==> src/rtl/my_xor2_rr_arbiter.sv <==
// my_xor2_rr_arbiter
// Shares one registered XOR unit (operands sampled when XOR_CE=1, result on
// XOR_O one cycle later, held while XOR_CE=0) among NREQ requesters.
// One transaction is in flight at a time: IDLE grants and latches, ISSUE
// pulses the unit's clock enable, RESP presents the result until accepted.
// Build option: define MY_XOR2_ARB_FIXED_PRIO_EN for fixed priority (lowest
// index wins, no rotating pointer); default is round-robin.
module my_xor2_rr_arbiter #(
   parameter int NREQ = 4,
   parameter int IDW  = 2
) (
   input  logic            CLK,
   input  logic            RESET,
   input  logic [NREQ-1:0] REQ_VALID,
   input  logic [NREQ-1:0] REQ_A,
   input  logic [NREQ-1:0] REQ_B,
   output logic [NREQ-1:0] REQ_READY,
   output logic            XOR_CE,
   output logic            XOR_A,
   output logic            XOR_B,
   input  logic            XOR_O,
   output logic            RSP_VALID,
   output logic            RSP_DATA,
   output logic [IDW-1:0]  RSP_ID,
   input  logic            RSP_READY
);

   localparam logic [1:0] S_IDLE  = 2'd0;
   localparam logic [1:0] S_ISSUE = 2'd1;
   localparam logic [1:0] S_RESP  = 2'd2;

   logic [1:0]      state;
   logic [1:0]      state_nxt;
   logic            op_a;
   logic            op_b;
   logic [IDW-1:0]  id;
   logic [IDW-1:0]  start;
   logic [NREQ-1:0] rot;
   logic [IDW-1:0]  gnt;
   logic            gnt_vld;
   logic            accept;

`ifdef MY_XOR2_ARB_FIXED_PRIO_EN
   assign start = '0;
`else
   logic [IDW-1:0] ptr;

   function automatic logic [IDW-1:0] next_id(input logic [IDW-1:0] cur);
      if (cur == IDW'(NREQ - 1))
         return '0;
      else
         return cur + 1'b1;
   endfunction

   // Rotate the search start to the requester after the one just served
   always_ff @(posedge CLK or posedge RESET) begin
      if (RESET)
         ptr <= '0;
      else if (state == S_RESP && RSP_READY)
         ptr <= next_id(id);
   end

   assign start = ptr;
`endif

   // Find the first valid requester at or above start, wrapping around
   always_comb begin
      rot     = NREQ'({REQ_VALID, REQ_VALID} >> start);
      gnt     = '0;
      gnt_vld = 1'b0;
      for (int k = 0; k < NREQ; k++) begin
         if (!gnt_vld && rot[k]) begin
            gnt     = IDW'((int'(start) + k) % NREQ);
            gnt_vld = 1'b1;
         end
      end
   end

   assign accept = (state == S_IDLE) && gnt_vld;

   // One-hot accept strobe, forced low while reset is asserted
   always_comb begin
      REQ_READY = '0;
      if (accept && !RESET)
         REQ_READY[gnt] = 1'b1;
   end

   // Next-state logic for the IDLE -> ISSUE -> RESP sequence
   always_comb begin
      state_nxt = state;
      case (state)
         S_IDLE:  if (gnt_vld) state_nxt = S_ISSUE;
         S_ISSUE: state_nxt = S_RESP;
         S_RESP:  if (RSP_READY) state_nxt = S_IDLE;
         default: state_nxt = S_IDLE;
      endcase
   end

   // State register
   always_ff @(posedge CLK or posedge RESET) begin
      if (RESET)
         state <= S_IDLE;
      else
         state <= state_nxt;
   end

   // Capture the granted requester's operands and index at accept
   always_ff @(posedge CLK or posedge RESET) begin
      if (RESET) begin
         op_a <= 1'b0;
         op_b <= 1'b0;
         id   <= '0;
      end else if (accept) begin
         op_a <= REQ_A[gnt];
         op_b <= REQ_B[gnt];
         id   <= gnt;
      end
   end

   // The unit only samples in ISSUE, so XOR_O holds steady throughout RESP
   assign XOR_CE    = (state == S_ISSUE);
   assign XOR_A     = op_a;
   assign XOR_B     = op_b;
   assign RSP_VALID = (state == S_RESP);
   assign RSP_DATA  = RSP_VALID & XOR_O;
   assign RSP_ID    = RSP_VALID ? id : '0;

endmodule

==> config.mk <==
export PLATFORM = sky130hd
export DESIGN_NAME = my_xor2_rr_arbiter
export DESIGN_NICKNAME = d
export VERILOG_FILES = /design/src/rtl/my_xor2_rr_arbiter.sv
export SDC_FILE = /design/constraint.sdc
export NUM_CORES = 1
export LEC_CHECK = 0
export CORE_UTILIZATION = 30
export DETAILED_ROUTE_END_ITERATION = 16
export GPL_ROUTABILITY_DRIVEN = 0
export PLACE_DENSITY = 0.71
export SLEW_MARGIN = 40
export SYNTH_ARGS = -nofsm -noshare
export SYNTH_HDL_FRONTEND = slang
export SYNTH_SLANG_ARGS = --single-unit
==> constraint.sdc <==
create_clock -name CLK -period 1.63 [get_ports CLK]
set_input_delay 0.326 -clock CLK [delete_from_list [all_inputs] [get_ports CLK]]
set_output_delay 0.326 -clock CLK [all_outputs]
set_load 0.02 [all_outputs]
==> metrics.json <==
{
  "path_class": {"value": "input port to output port"},
  "antenna_found_initial": {"value": 0},
  "worst-r2r-setup-slack": {"value": 20, "unit": "ps"},
  "synth.yosys.warnings": {"value": 0},
  "worst_margin_pin_slew": {"value": 318, "unit": "ps"},
  "synth-seq-area-share": {"value": 0.375},
  "synth.net_count": {"value": 75},
  "antenna-diode-count": {"value": 0},
  "initialDrtViolationCount": {"value": 7},
  "fin_clk_skew": {"value": 2.46, "unit": "ps"},
  "wire_per_inst": {"value": 12.1, "unit": "microns"},
  "floorplan.rows": {"value": 14},
  "startpoint": {"value": "REQ_VALID[0]"},
  "wp_data_required": {"value": 1300, "unit": "ps"},
  "fraction_of_final_layout_cells_with_drive_strength_greater_than_1": {"value": 0.402},
  "start_kind": {"value": "input port"},
  "syn-mean-instance-area": {"value": 9.21, "unit": "sq um"},
  "critPathMaxFanout": {"value": 4},
  "finalCoreUtilization": {"value": 0.605},
  "drtAntennaViolNets": {"value": 0},
  "clock_tree.buffer_depth": {"value": 2},
  "numCtsBuffers": {"value": 3},
  "synth-edff-count": {"value": 0},
  "multiInputGateArea": {"value": 333, "unit": "sq um"},
  "initial_util": {"value": 0.339},
  "mappedNetlistArea": {"value": 534, "unit": "sq um"},
  "cts-htree-levels": {"value": 1},
  "critPathCaptureType": {"value": "output port"},
  "achievable-frequency": {"value": 556, "unit": "MHz"},
  "finish.net_count": {"value": 121},
  "grt-ovfl-total": {"value": 0},
  "postSynth.asyncResetShare": {"value": 1.00},
  "areaGrowthSynthToFinish": {"value": 78.5, "unit": "%"},
  "grt_max_degree": {"value": 9},
  "first_pass_iters": {"value": 5},
  "die_area": {"value": 1950, "unit": "sq um"},
  "synth.distinct_cells": {"value": 27},
  "cap_violations": {"value": 0},
  "clock-sinks": {"value": 8},
  "core": {"value": 1580, "unit": "sq um"},
  "place.detailed.hpwl": {"value": 1110, "unit": "microns"},
  "total_power": {"value": 0.00153, "unit": "W"},
  "finalCritPeriodShare": {"value": 1.10},
  "most_repeated_cell_in_the_gate_level_netlist_after_synthesis": {"value": "nand2_1"},
  "synth_cells": {"value": 58},
  "rsz0062_at_grt": {"value": "true"},
  "clk_pin_slew_worst_paths": {"value": 50, "unit": "ps"},
  "max-slew-margin-rel": {"value": 0.788},
  "detailroute.via_count": {"value": 577},
  "drcViolationCount": {"value": 0},
  "cellPowerDensity": {"value": 1610, "unit": "nW/um^2"},
  "drv_slew": {"value": 0},
  "report.final.hold_viol_count": {"value": 0},
  "grt_first_pass_wirelength": {"value": 2250, "unit": "microns"},
  "leakage": {"value": 0.483, "unit": "nW"},
  "status": {"value": "finished, violations left"},
  "irDropWorstVdd": {"value": 1000, "unit": "uV"},
  "hold_slack": {"value": 411, "unit": "ps"},
  "final.min_clock_period": {"value": 1800, "unit": "ps"},
  "ys_dominant_reg_cell": {"value": "dfrtp_1"},
  "detailedPlace.worstSlack": {"value": -917, "unit": "ps"},
  "final-setup-viol-count": {"value": 6},
  "port_buffers": {"value": 26},
  "fillerInstances": {"value": 153},
  "clk-insertion-delay-late": {"value": 250, "unit": "ps"},
  "synth_top_area_share": {"value": 0.375},
  "tritoncts_clock_tree": {"value": "yes"},
  "crit_arrival": {"value": 1470, "unit": "ps"},
  "violated_checks": {"value": "negative setup slack"},
  "timing.final.ws_setup": {"value": -168, "unit": "ps"},
  "routed_via_density": {"value": 4.89},
  "critical_path.reg2reg.startpoint": {"value": "ptr[0]$_DFFE_PP0P_"},
  "synth.ff_latch_count": {"value": 8},
  "io-pin-count": {"value": 27},
  "routed_wl": {"value": 1430, "unit": "microns"},
  "min-delay-path-class": {"value": "input port to async pin"},
  "yosys_top_cell_by_area": {"value": "dfrtp_1"},
  "total_area_of_sequential_cells": {"value": 200, "unit": "sq um"},
  "cts_hold_buffers": {"value": 0},
  "dieHeight": {"value": 44.2, "unit": "microns"},
  "clock_root_buffer": {"value": "clkbuf_4"},
  "vias_in_the_first_global_route": {"value": 554},
  "worst_r2r_path_depth": {"value": 6},
  "top_cell_types_by_occurrence_after_synthesis": {"value": "nand2_1, dfrtp_1"},
  "synth.top_cells.by_area": {"value": "dfrtp_1, mux2i_1, nand2_1"},
  "die_w": {"value": 44.2, "unit": "microns"},
  "worst_r2r_endpoint": {"value": "XOR_A$_DFFE_PP0P_"},
  "groute.usage.overall": {"value": 0.161}
}
area by class of cell:
type	count	share of cell area
clock buffer	3	0.0236
inverter	5	0.0249
multi-input combinational	44	0.349
sequential	8	0.210
tap	16	0.0210
timing repair buffer	42	0.371
placed cells by master, fill, tap and decap left out, types with 3 or more instances in the layout:
master           count
buf_4               20
clkdlybuf4s50_1     13
dfrtp_1              8
nand2_1              8
inv_1                4
mux2i_1              4
nor2_1               4
clkbuf_2             4
and2_1               3
clkbuf_4             3
buf_6                3
flip-flops by register name, indices dropped and copies added (netlist names):
name and cells:
id 2, XOR_B 1, XOR_A 1, ptr 2, state 2
where the power goes:
part / internal [W] / switching, W / total (W)
Combinational: 0.000538 / 0.000470 / 0.00101
Clock: 0.0000844 / 0.0000688 / 0.000153
Sequential: 0.000297 / 0.0000770 / 0.000374
metrics by stage:
stage	instance area [sq um]	setup TNS, ps	instances
floorplan	534	-79.0	58
global placement	893	-4940	111
detailed placement	893	-5200	111
CTS	922	-680	115
global route	953	-1070	118
finish	953	-632	118
critical path: stages:
cell and delay, ps:
clkdlybuf4s15_1 230, nor4_1 60, or3_4 400, nor2_4 130
nand2_2 70, nor2_1 100, buf_4 140
logic make-up after synthesis:
| logic type | synth area share |
|---|---|
| mux | 0.0960 |
| simple gates | 0.251 |
| flops | 0.375 |
| buf+inv | 0.0656 |
| fa+ha+maj | 0.0234 |
| compound gates | 0.190 |
worst max path at each step:
stage / slack, ps / cells past startpoint / to
2_1_floorplan: -20 / 5 / REQ_READY[0]
3_3_place_gp: -860 / 7 / REQ_READY[3]
3_5_place_dp: -920 / 7 / REQ_READY[2]
4_1_cts: -180 / 5 / REQ_READY[2]
5_1_grt: -220 / 7 / REQ_READY[2]
6_report: -170 / 7 / REQ_READY[0]
repair_timing:
| item | in CTS | in global routing |
|---|---|---|
| setup buffers | 1 | 3 |
| resized for setup | 49 | 14 |
| endpoints found under the setup margin | 11 | 6 |
| pin swaps | 6 | 7 |
routing by layer:
metal | track usage | share of wire | wire length [microns] | vias to the layer above
met2 | 0.276 | 0.51 | 724 | 21
met5 | 0 | 0 | 0 | -
li1 | - | - | - | 289
met3 | 0.0286 | 0.059 | 84 | 2
met4 | 0.0909 | 0.013 | 19 | 0
met1 | 0.188 | 0.42 | 600 | 265
No activity file was read; power rests on OpenSTA's default activity.
